$ cat src/rtl/fetch_pkg_ysyx.sv
// Shared types and defaults for the ysyx fetch front end.
package fetch_pkg_ysyx;

    localparam int unsigned     XLEN_DEF     = 32;
    localparam logic [31:0]     RESET_PC_DEF = 32'h8000_0000;
    localparam logic [31:0]     NOP          = 32'h0000_0013;

    typedef struct packed {
        logic [XLEN_DEF-1:0] pc;
        logic [31:0]         inst;
    } fetch_entry_t;

endpackage

$ cat src/rtl/ibuf_fifo_ysyx.sv
// Circular instruction buffer holding {pc, inst}; head is combinational off the read pointer.
module ibuf_fifo_ysyx
    import fetch_pkg_ysyx::*;
#(
    parameter int unsigned DEPTH = 4
) (
    input  logic                     clk,
    input  logic                     rst_n,
    input  logic                     push_i,
    input  logic                     pop_i,
    input  logic                     flush_i,
    input  fetch_entry_t             wdata_i,
    output fetch_entry_t             head_o,
    output logic [$clog2(DEPTH):0]   count_o
);
    localparam int unsigned PtrW = $clog2(DEPTH);
    localparam int unsigned CntW = PtrW + 1;

    fetch_entry_t    mem_q [DEPTH];
    logic [PtrW-1:0] wptr_q, rptr_q;
    logic [CntW-1:0] count_q;
    logic            do_push, do_pop;

    // Flush wins over both ends; a pop on an empty buffer is a no-op.
    assign do_pop  = pop_i & (count_q != '0) & ~flush_i;
    assign do_push = push_i & ~flush_i;

    always_ff @(posedge clk) begin
        if (!rst_n || flush_i) begin
            wptr_q  <= '0;
            rptr_q  <= '0;
            count_q <= '0;
        end else begin
            if (do_push) wptr_q <= wptr_q + PtrW'(1);
            if (do_pop)  rptr_q <= rptr_q + PtrW'(1);
            count_q <= count_q + CntW'(do_push) - CntW'(do_pop);
        end
    end

    always_ff @(posedge clk) begin
        if (do_push) mem_q[wptr_q] <= wdata_i;
    end

    assign head_o  = mem_q[rptr_q];
    assign count_o = count_q;

endmodule

$ cat src/rtl/fetch_unit_ysyx.sv
// Decoupled instruction fetch: owned PC, pipelined imem requests, redirect flush, instruction buffer.
// Optional performance counters are compiled in with the FETCH_PERF_EN macro.
module fetch_unit_ysyx
    import fetch_pkg_ysyx::*;
#(
    parameter int unsigned      XLEN            = XLEN_DEF,
    parameter logic [XLEN-1:0]  RESET_PC        = RESET_PC_DEF,
    parameter int unsigned      IBUF_DEPTH      = 4,
    parameter int unsigned      MAX_OUTSTANDING = 2
) (
    input  logic                clk,
    input  logic                rst_n,
    output logic                imem_req_valid,
    input  logic                imem_req_ready,
    output logic [XLEN-1:0]     imem_req_addr,
    input  logic                imem_rsp_valid,
    input  logic [31:0]         imem_rsp_data,
    output logic                inst_valid,
    input  logic                inst_ready,
    output logic [31:0]         inst_data,
    output logic [XLEN-1:0]     inst_pc,
    input  logic                redirect_valid,
    input  logic [XLEN-1:0]     redirect_pc,
    input  logic                halt,
`ifdef FETCH_PERF_EN
    output logic [31:0]         perf_fetch_cnt,
    output logic [31:0]         perf_flush_cnt,
    output logic [31:0]         perf_stall_cnt,
`endif
    output logic                busy
);
    localparam int unsigned PW = $clog2(MAX_OUTSTANDING + 1);
    localparam int unsigned CW = $clog2(IBUF_DEPTH) + 1;

    logic [XLEN-1:0] fetch_pc_q, fetch_pc_d;
    logic [XLEN-1:0] rsp_pc_q, rsp_pc_d;
    logic [PW-1:0]   pending_q, pending_d;
    logic [PW-1:0]   drop_q, drop_d;
    logic [CW-1:0]   count;
    logic            req_fire, rsp_live, push;
    int unsigned     reserved;
    fetch_entry_t    push_entry, head;

    // Slots already promised to live in-flight requests count against the buffer.
    assign reserved = 32'(count) + 32'(pending_q) - 32'(drop_q);

    assign imem_req_valid = rst_n & ~halt & ~redirect_valid
                          & (32'(pending_q) < MAX_OUTSTANDING) & (reserved < IBUF_DEPTH);
    assign imem_req_addr  = fetch_pc_q;
    assign req_fire       = imem_req_valid & imem_req_ready;
    assign rsp_live       = imem_rsp_valid & (pending_q != '0);

    always_comb begin
        fetch_pc_d = fetch_pc_q;
        rsp_pc_d   = rsp_pc_q;
        drop_d     = drop_q;
        push       = 1'b0;
        pending_d  = pending_q + PW'(req_fire) - PW'(rsp_live);
        if (redirect_valid) begin
            fetch_pc_d = redirect_pc;
            rsp_pc_d   = redirect_pc;
            drop_d     = pending_d;
        end else begin
            if (req_fire) fetch_pc_d = fetch_pc_q + XLEN'(4);
            if (rsp_live) begin
                if (drop_q != '0) begin
                    drop_d = drop_q - PW'(1);
                end else begin
                    push     = 1'b1;
                    rsp_pc_d = rsp_pc_q + XLEN'(4);
                end
            end
        end
    end

    always_ff @(posedge clk) begin
        if (!rst_n) begin
            fetch_pc_q <= RESET_PC;
            rsp_pc_q   <= RESET_PC;
            pending_q  <= '0;
            drop_q     <= '0;
        end else begin
            fetch_pc_q <= fetch_pc_d;
            rsp_pc_q   <= rsp_pc_d;
            pending_q  <= pending_d;
            drop_q     <= drop_d;
        end
    end

    assign push_entry = '{pc: rsp_pc_q, inst: imem_rsp_data};

    ibuf_fifo_ysyx #(
        .DEPTH (IBUF_DEPTH)
    ) u_ibuf (
        .clk     (clk),
        .rst_n   (rst_n),
        .push_i  (push),
        .pop_i   (inst_valid & inst_ready),
        .flush_i (redirect_valid),
        .wdata_i (push_entry),
        .head_o  (head),
        .count_o (count)
    );

    assign inst_valid = (count != '0);
    assign inst_pc    = head.pc;
    assign inst_data  = inst_valid ? head.inst : NOP;
    assign busy       = (pending_q != '0) | (count != '0);

    // A response with nothing outstanding breaks the in-order protocol.
    assert property (@(posedge clk) disable iff (!rst_n) imem_rsp_valid |-> (pending_q != '0));

`ifdef FETCH_PERF_EN
    logic [31:0] perf_fetch_q, perf_flush_q, perf_stall_q;

    always_ff @(posedge clk) begin
        if (!rst_n) begin
            perf_fetch_q <= '0;
            perf_flush_q <= '0;
            perf_stall_q <= '0;
        end else begin
            if (req_fire && perf_fetch_q != '1)       perf_fetch_q <= perf_fetch_q + 32'd1;
            if (redirect_valid && perf_flush_q != '1) perf_flush_q <= perf_flush_q + 32'd1;
            if (!halt && !imem_req_valid && perf_stall_q != '1) begin
                perf_stall_q <= perf_stall_q + 32'd1;
            end
        end
    end

    assign perf_fetch_cnt = perf_fetch_q;
    assign perf_flush_cnt = perf_flush_q;
    assign perf_stall_cnt = perf_stall_q;
`endif

endmodule

$ cat config.mk
export PLATFORM = sky130hd
export DESIGN_NAME = fetch_unit_ysyx
export DESIGN_NICKNAME = d
export VERILOG_FILES = /design/src/rtl/fetch_pkg_ysyx.sv /design/src/rtl/ibuf_fifo_ysyx.sv /design/src/rtl/fetch_unit_ysyx.sv
export SDC_FILE = /design/constraint.sdc
export NUM_CORES = 1
export LEC_CHECK = 0
export CORE_MARGIN = 2
export CORE_UTILIZATION = 50
export DETAILED_ROUTE_END_ITERATION = 10
export PLACE_DENSITY = 0.73
export SETUP_SLACK_MARGIN = 0.3
export SYNTH_ARGS = -nofsm -noshare
export SYNTH_HDL_FRONTEND = slang
export SYNTH_SLANG_ARGS = --single-unit
$ cat constraint.sdc
create_clock -name clk -period 3.1 [get_ports clk]
set_input_delay 0.465 -clock clk [delete_from_list [all_inputs] [get_ports clk]]
set_output_delay 0.465 -clock clk [all_outputs]
set_load 0.005 [all_outputs]
# Word-level counts from Yosys, hierarchy flattened
# Memory sizes are Yosys's and may differ from the RTL's. A register that Yosys moved wholly into a read port is not among the register bits.
# Cells that the tools add are included.
[op_classes]
add_sub_neg = 11
muxes = 16
order_cmp = 2
n_eq_ne = 1
n_reduce_logical = 10
n_bitwise = 13
[op_table]
columns = ["operator", "n"]
rows = [
  ["two-way mux 32 bit", 6],
  ["adder 32 x 3 -> 32 bit (second input constant)", 2],
  ["less-than comparator 32 x 3 -> 1 bit (second input constant)", 1],
  ["AND 1 bit", 10],
  ["two-way mux 2 bit", 5],
  ["nonzero test 2 bit", 5],
  ["two-way mux 1 bit", 5],
  ["subtractor 4 x 2 -> 5 bit", 1],
  ["adder 2 x 1 -> 2 bit (second input constant)", 2],
  ["adder 3 x 2 -> 4 bit", 1],
  ["AND reduction 2 bit", 2],
  ["adder 3 x 1 -> 3 bit", 1],
  ["nonzero test 3 bit", 1],
  ["subtractor 3 x 1 -> 3 bit", 1],
  ["adder 2 x 1 -> 2 bit", 1],
  ["less-than comparator 2 bit (second input constant)", 1],
  ["inequality test 2 bit (second input constant)", 1],
  ["inverter 1 bit", 2],
  ["subtractor 2 x 1 -> 2 bit", 1],
  ["subtractor 2 x 1 -> 2 bit (second input constant)", 1],
  ["logical NOT 1 bit", 1],
  ["logical OR 1 bit", 1],
  ["bitwise OR 1 bit", 1],
]
[word_totals]
reg_bits = 75
mem_bits_rw = 256
memories = 1
input_bits = 71
[mem_list]
columns = ["memory", "words", "width", "rd", "rd_clocked_by_memory_dff", "write_ports", "line_no", "source"]
rows = [
  ["u_ibuf.mem_q", 4, 64, 1, 1, 1, "ibuf_fifo_ysyx.sv:19", "fetch_entry_t mem_q [DEPTH];"],
]

# Depth between registers and ports, before layout
# Gate-level depths: netlist (run 1).
[logic_depth]
word_depth = 9
ltp_mapped = 17

# Modules after synthesis
# A second synthesis (run 1) with hierarchy kept.
[unflattened]
hier_cells = 888
area_unflattened_um2 = 13900.8
[by_module_without_submodules]
columns = ["module", "n_inst", "area_per_inst_um2", "seq_area_each_um2", "cells_per_inst"]
rows = [
  ["ibuf_fifo_ysyx", 1, 9796.9, 7867.5, 382],
  ["fetch_unit_ysyx", 1, 4103.9, 1361.3, 506],
]

# Worst setup path before layout (run 1)
# OpenSTA, ideal clock, no wires.
[synth_timing]
path_type = "flip-flop to flip-flop"
start = "register pending_q[1]"
end = "register drop_q[1]"
period_less_slack_ps = 3341
path_stages_with_launch = 18
required_time_ps = 3030
slack_ps = -241
n_path_buf = 2
setup_ps = 70
t_arrival_ps = 3271
path_cell_list = "dfxtp_1 -> inv_1 -> fa_1 -> inv_1 -> ha_1 -> nand3b_1 -> a211o_1 -> a21oi_2 -> inv_2 -> buf_2 -> buf_2 -> ha_1 -> inv_1 -> ha_1 -> xnor2_1 -> xnor2_1 -> nand2_1 -> a21oi_1"
[synth_via]
elab_chain_len = 8
[synth_lines]
columns = ["element", "line_no", "source"]
rows = [
  ["start: declaration", "fetch_unit_ysyx.sv:37", "logic [PW-1:0] pending_q, pending_d;"],
  ["start signal: assignment", "fetch_unit_ysyx.sv:85", "pending_q <= pending_d;"],
  ["adder 3 x 2 -> 4 bit", "fetch_unit_ysyx.sv:45", "assign reserved = 32'(count) + 32'(pending_q) - 32'(drop_q);"],
  ["subtractor 4 x 2 -> 5 bit", "fetch_unit_ysyx.sv:45", ""],
  ["less-than comparator 32 x 3 -> 1 bit", "fetch_unit_ysyx.sv:48", "& (32'(pending_q) < MAX_OUTSTANDING) & (reserved < IBUF_DEPTH);"],
  ["AND 1 bit", "fetch_unit_ysyx.sv:48", ""],
  ["AND 1 bit", "fetch_unit_ysyx.sv:50", "assign req_fire = imem_req_valid & imem_req_ready;"],
  ["adder 2 x 1 -> 2 bit", "fetch_unit_ysyx.sv:58", "pending_d = pending_q + PW'(req_fire) - PW'(rsp_live);"],
  ["subtractor 2 x 1 -> 2 bit", "fetch_unit_ysyx.sv:58", ""],
  ["two-way mux 2 bit", "fetch_unit_ysyx.sv:59", "if (redirect_valid) begin"],
  ["end signal: assignment", "fetch_unit_ysyx.sv:86", "drop_q <= drop_d;"],
  ["end: declaration", "fetch_unit_ysyx.sv:38", "logic [PW-1:0] drop_q, drop_d;"],
]
# Parallel ways exist; a longest one is shown, timed or not.
# A chain may end at the register's enable or synchronous reset.

# Worst setup path in the final report (run 1)
[layout_timing]
start = "register pending_q[1]"
end = "output imem_req_valid"
[layout_via]
elab_chain_len = 4
[layout_lines]
columns = ["element", "line_no", "source"]
rows = [
  ["adder 3 x 2 -> 4 bit", "fetch_unit_ysyx.sv:45", ""],
  ["subtractor 4 x 2 -> 5 bit", "fetch_unit_ysyx.sv:45", ""],
  ["less-than comparator 32 x 3 -> 1 bit", "fetch_unit_ysyx.sv:48", ""],
  ["AND 1 bit *", "fetch_unit_ysyx.sv:48", ""],
  ["end: declaration", "fetch_unit_ysyx.sv:13", "output logic imem_req_valid,"],
]
# Mark *: on every way between the ends. The rest lies on a longest branch, timed or not.

==> flow_summary.yaml, run 1 <==
yosys:
  synth_top_area_share_pct: 56.2
  syn_area_per_cell_sq_um: 15.6
  ys_seq_elements: 333
  synth_enable_flop_cells: 256
  syn_nets: 966
  synth_top_area_cell: "edfxtp_1"
  syn_inst: 878
  synth_async_sr_flop_share_pct: 0
  seq_area_frac_synth_pct: 67.5
  netlist_area_sq_um: 13700
  synth_most_common_cell: "edfxtp_1"
  yosys-top-cells-count: "edfxtp_1, dfxtp_1, mux4_2"
  synth_cell_types: 61
  synthTopCellsByArea: "edfxtp_1, dfxtp_1, mux4_2, a21oi_1, xor2_1"
  ys_warn_count: 0
  synth_ff_type: "edfxtp_1"
status:
  outcome: "completed"
sta:
  skew_ns: 0.0205
  whs_ns: 0.468
  setup_slack_ns: 0.0944
  slew_violations: 0
  layout_min_cycle_time_ns: 3.01
  maxSlewHeadroom_pct: 31.3
  fmax_ghz: 0.333
  setup_viol: 0
  finalHoldViolCount: 0
  max_slew.worst_pin.slew_ns: 1.03
  grt_setup_unrepaired: "yes"
  period_share_pct: 97.0
detailed_routing:
  drt-pass1-iter-count: 5
  vias_per_cell: 5.78
  drtIter0Drc: 835
  drt-total-wl_mm: 30.2
  via_count: 8459
  wl_per_cell_um: 20.6
  antenna_left: 0
  drc: 0
placed_design:
  dp_hpwl_mm: 18.5
  dp.cells: 1373
  place_congestion: 0.830
  dp_slack_ns: 0.0897
  port_buffers: 169
layout:
  layout.nets: 1187
  num-fill-cells: 1891
  synthToLayoutAreaGrowth_pct: 28.5
  fin_cells: 1463
  drive_gt1_share_pct: 19.0
  diodes: 0
clocking:
  clk_pin_slew_ns: 0.06
  cts_sinks: 333
  clkLatencyLatePin_ns: 0.50
  cts_buffer_depth: 3
  cts_tree: "built"
  cts_made_buffers: 35
  htreeDepth: 2
  clockRootBuffer: "clkbuf_16"
power:
  peakVddDrop_uv: 427
  leakagePower_nw: 6.00
  p_per_area_nw_per_um2: 590
job:
  cap_violations: 0
die:
  core-area_sq_um: 26900
  die_y_um: 169
  die_w_um: 169
  initial_utilization_pct: 50.9
  rows: 60
  dieArea_sq_um: 28700
  pin_count: 170
critical_path:
  max_stage_delay_ns: 0.52
  path_cells: "inv_2, fa_1, inv_1, ha_1, nand3b_1, a211o_1, buf_6, a21boi_2, buf_2"
  cp_max_fo: 2
  critPathSlowestCell: "fa_1"
  required_ns: 2.63
  path_class: "reg -> out"
  cp-start-kind: "register"
  cp-end-kind: "primary output"
  critPathArrivalTime_ns: 2.54
global_routing:
  grt_pass1_vias: 8424
  antenna_found_initial: 0
  grt_pass1_wl_mm: 46.5
  grt_usage_pct: 20.9
  grt_max_degree: 65
  grt_overflow: 0
hold_path:
  hold_path.class: "reg -> reg"
-- worst paths after layout --
check	start	endpoint	slack, ns	depth (start not counted)
worst max register to register	pending_q[1]	drop_q[1]	0.10	16
worst max-delay path	pending_q[1]	imem_req_valid	0.09	9
worst min register to register	imem_req_addr[0]	imem_req_addr[0]	0.47	2
worst min-delay path	imem_req_addr[0]	imem_req_addr[0]	0.47	2
-- power by group --
group	internal (mW)	total, mW	switching (mW)
Clock	2.26	3.87	1.61
Sequential	5.01	5.16	0.150
Combinational	0.687	1.33	0.643
-- flip-flops by register name, summed over array words and instances (netlist names), named ones only --
name,cells
u_ibuf.mem_q,256
u_ibuf.count_o,3
pending_q,2
u_ibuf.wptr_q,2
u_ibuf.rptr_q,2
rsp_pc_q,32
drop_q,2
imem_req_addr,32
-- cell families after synthesis --
group	after synthesis	share of synthesized area [%]
simple gates	208	8.80
fa+ha+maj	17	1.66
buf+inv	77	2.23
xor+xnor	43	2.75
flops	333	67.5
mux	67	10.8
compound gates	133	6.32
-- cells in the final DEF (no fill, tap or decap), types with 10 or more instances in the layout --
master / count
edfxtp_1: 256
clkbuf_16: 37
clkdlybuf4s50_1: 147
nand4_1: 24
a31oi_1: 10
dfxtp_1: 73
nor2_1: 20
a21oi_1: 44
xnor2_1: 16
inv_1: 26
mux4_2: 64
buf_4: 34
and3_1: 10
nand3_1: 19
dlymetal6s2s_1: 19
nor2b_1: 30
buf_12: 11
xor2_1: 24
and4_1: 10
nand2_1: 40
ha_1: 13
o21ai_0: 29
-- per-stage QoR --
step                total power [mW]  area, sq um  util [%]  setup TNS (ns)
floorplan                       5.86        13700         -               0
global placement                6.37        16000      59.4               0
detailed placement              6.40        16000      59.4               0
CTS                             10.3        17300      64.3               0
global route                    10.8        17600      65.4         -0.0154
finish                          10.4        17600      65.4               0
-- layer usage --
metal | track usage [%] | part of all wire, % | vias to the layer above
li1 | - | - | 3879
met1 | 30.6 | 45 | 4223
met2 | 32.9 | 47 | 311
met3 | 3.87 | 6.1 | 46
met4 | 5.13 | 1.7 | 0
met5 | 0 | 0 | -
-- area by class of cell --
class                           instances  area, sq um  share of cell area [%]
Inverter                               32          125                   0.712
Tap cell                              341          427                    2.43
Multi-Input combinational cell        468         4270                    24.3
Sequential cell                       333         9240                    52.6
Clock buffer                           43          916                    5.21
Timing Repair Buffer                  229         2460                    14.0
Clock inverter                         17          136                   0.776
-- repair_timing --
item / 4_1_cts / 5_1_grt
resized for setup: 21 / 37
pin swaps: 6 / 14
setup buffers: 13 / 12
endpoints found under the setup margin: 64 / 70
gates cloned: 3 / 2
hold buffers: 0 / 0
-- critical path, delay by kind of cell, from the launching register on --
kind                     cells  cell delay, ns
flip-flops                   1            0.34
AND/OR/NAND/NOR              1            0.10
AO/OA/AOI/OAI                2            0.47
buffers and inverters        4            0.33
adder cells (fa/ha/maj)      2            0.78
Note: power is estimated with default switching activity, not from simulation.
==> run 2, diff against run 1 <==
--- a/config.mk
+++ b/config.mk
@@ -5,10 +5,11 @@
 export SDC_FILE = /design/constraint.sdc
 export NUM_CORES = 1
 export LEC_CHECK = 0
+export ABC_AREA = 1
 export CORE_MARGIN = 2
-export CORE_UTILIZATION = 50
+export CORE_UTILIZATION = 51
 export DETAILED_ROUTE_END_ITERATION = 10
-export PLACE_DENSITY = 0.73
+export PLACE_DENSITY = 0.74
 export SETUP_SLACK_MARGIN = 0.3
 export SYNTH_ARGS = -nofsm -noshare
 export SYNTH_HDL_FRONTEND = slang
==> flow_summary.yaml, run 2 <==
die:
  core-area_sq_um: 28500
  rows: 62
  dieArea_sq_um: 30100
  pin_count: 170
  die_y_um: 173
  die_w_um: 173
  initial_utilization_pct: 51.4
detailed_routing:
  drc: 0
  via_count: 11900
  drt-total-wl_mm: 38.9
  vias_per_cell: 5.59
  drtIter0Drc: 1081
  drt-pass1-iter-count: 6
  antenna_left: 0
  wl_per_cell_um: 18.4
global_routing:
  antenna_found_initial: 0
  grt_use_met2_pct: 42.2
  grt_max_degree: 65
  grt.busiest_layer: "met2"
  grt_usage_pct: 25.1
  grt_pass1_vias: 11500
  grt_pass1_wl_mm: 59.9
  use_met1_pct: 33.6
  grtUsageMet3_pct: 3.77
  grt_overflow: 0
yosys:
  yosys-top-cells-count: "nor2_1, nand2_1, edfxtp_1"
  ys_warn_count: 0
  syn_nets: 1616
  synth_ff_type: "edfxtp_1"
  seq_area_frac_synth_pct: 63.0
  synth_async_sr_flop_share_pct: 0
  synth_cell_types: 37
  syn_inst: 1528
  synth_top_area_cell: "edfxtp_1"
  synth_top_area_share_pct: 52.5
  ys_seq_elements: 333
  synth_enable_flop_cells: 256
  netlist_area_sq_um: 14600
  synth_most_common_cell: "nor2_1"
  syn_area_per_cell_sq_um: 9.58
  synthTopCellsByArea: "edfxtp_1, dfxtp_1, nor2_1, nand2_1, o21ai_0"
power:
  p_per_area_nw_per_um2: 577
  seq_power_share_pct: 48.4
  total_power_mw: 10.6
  peakVddDrop_uv: 296
  p_comb_share_pct: 10.9
  internal_power_mw: 8.09
  swShare_pct: 23.8
  power.net_switching_mw: 2.53
  clkPwrFrac_pct: 40.7
  leakagePower_nw: 6.66
clocking:
  cts_made_buffers: 35
  clkLatencyLatePin_ns: 0.52
  clk_pin_slew_ns: 0.06
  cts_buffer_depth: 3
  cts_tree: "built"
  htreeDepth: 2
  cts_sinks: 333
  clockRootBuffer: "clkbuf_16"
  hold_buffers: 0
layout:
  layout.nets: 1801
  drive_gt1_share_pct: 8.40
  final_cell_mix: "nor2_1, nand2_1, edfxtp_1"
  fin_util_pct: 64.7
  synthToLayoutAreaGrowth_pct: 25.8
  final_common_cell: "nor2_1"
  num-fill-cells: 2200
  max_flop_register: "u_ibuf.mem_q"
  fin_cells: 2122
  multi_input_area_sq_um: 4870
  diodes: 0
  register_area_sq_um: 9240
  largest_reg_flops: 256
critical_path:
  path_class: "reg -> reg"
  cp-start-kind: "register"
  cp-end-kind: "register"
  required_ns: 3.54
  cp_max_fo: 2
  critPathArrivalTime_ns: 3.22
placed_design:
  port_buffers: 169
  place_congestion: 0.950
  dp_hpwl_mm: 23.8
  dp.cells: 2046
hold_path:
  hold_path.class: "reg -> reg"
sta:
  layout_min_cycle_time_ns: 2.78
  max_slew.worst_pin.slew_ns: 0.537
  setup_viol: 0
  maxSlewHeadroom_pct: 64.1
  period_share_pct: 89.6
  fmax_ghz: 0.360
  finalHoldViolCount: 0
  whs_ns: 0.480
  slew_violations: 0
  skew_ns: 0.0157
  fin_tns_setup_ns: 0
  grt_setup_unrepaired: "yes"
job:
  cap_violations: 0
status:
  outcome: "completed"
-- run 2: cell count changes in the layout (fill, tap and decap cells not counted), moves of 50 or more --
cell	change
nor2_1	+298
nand2_1	+220
o21ai_0	+132
inv_1	+73
mux4_2	-64
nand3_1	+50
-- run 2: cell type report --
class,count,area share [%]
clock buffers,44,5.10
clock inverters,18,1.39
inverters,110,2.27
multi-input cells,1021,26.4
flip-flops and latches,333,50.2
well taps,384,2.61
repair buffers,212,12.1
-- run 2: critical path: stages (launching register included) --
cell and delay [ns]:
dfxtp_2 0.33, inv_2 0.05, fa_1 0.55, inv_2 0.05, ha_4 0.27, nand2_2 0.05
nor2_2 0.09, nor2_1 0.06, nor2_2 0.12, nand3_4 0.09, ha_4 0.28, inv_2 0.04
ha_4 0.16, xnor2_2 0.19, xor2_1 0.18, inv_1 0.09, a21oi_2 0.11
-- run 2: what timing repair did --
action	in CTS	in global routing
endpoints found under the setup margin	53	59
buffers inserted	5	6
gates resized for setup	20	15
pin swaps	9	10
cloned	1	2
-- run 2: power groups by stage --
| stage | Clock [mW] | Sequential, mW | Combinational (mW) |
|---|---|---|---|
| 5_1_grt | 4.54 | 5.16 | 1.26 |
| 6_report | 4.32 | 5.14 | 1.15 |
| 3_5_place_dp | 0 | 5.23 | 1.04 |
| 3_3_place_gp | 0 | 5.22 | 1.00 |
| 4_1_cts | 4.37 | 5.14 | 1.10 |
| 2_1_floorplan | 0 | 5.18 | 0.540 |
-- run 2: per-layer routing --
| metal | routed length [um] | share of wire (%) |
|---|---|---|
| met1 | 16100 | 41 |
| met2 | 18400 | 47 |
| met3 | 3320 | 8.5 |
| met4 | 1110 | 2.8 |
| met5 | 0 | 0 |
-- run 2: kinds of logic after synthesis --
kind of cell	synth area share (%)
XOR/XNOR	1.08
AND/OR/NAND/NOR	19.2
adder cells (fa/ha/maj)	1.56
flip-flops	63.0
AO/OA/AOI/OAI	10.6
buffers and inverters	4.60
-- run 2: stage by stage --
stage          setup WS [ns]  cell area, sq um
2_1_floorplan         -0.179             14700
3_3_place_gp           0.333             16900
3_5_place_dp           0.299             16900
4_1_cts                0.287             18300
5_1_grt                0.166             18400
6_report               0.323             18400
-- run 2: path summary, 6_finish.rpt --
path / start / to / slack (ns) / cells past startpoint
hold / removal: imem_req_addr[0] / imem_req_addr[0] / 0.48 / 2
hold reg to reg: imem_req_addr[0] / imem_req_addr[0] / 0.48 / 2
setup / recovery: pending_q[1] / drop_q[1] / 0.32 / 16
setup reg to reg: pending_q[1] / drop_q[1] / 0.32 / 16
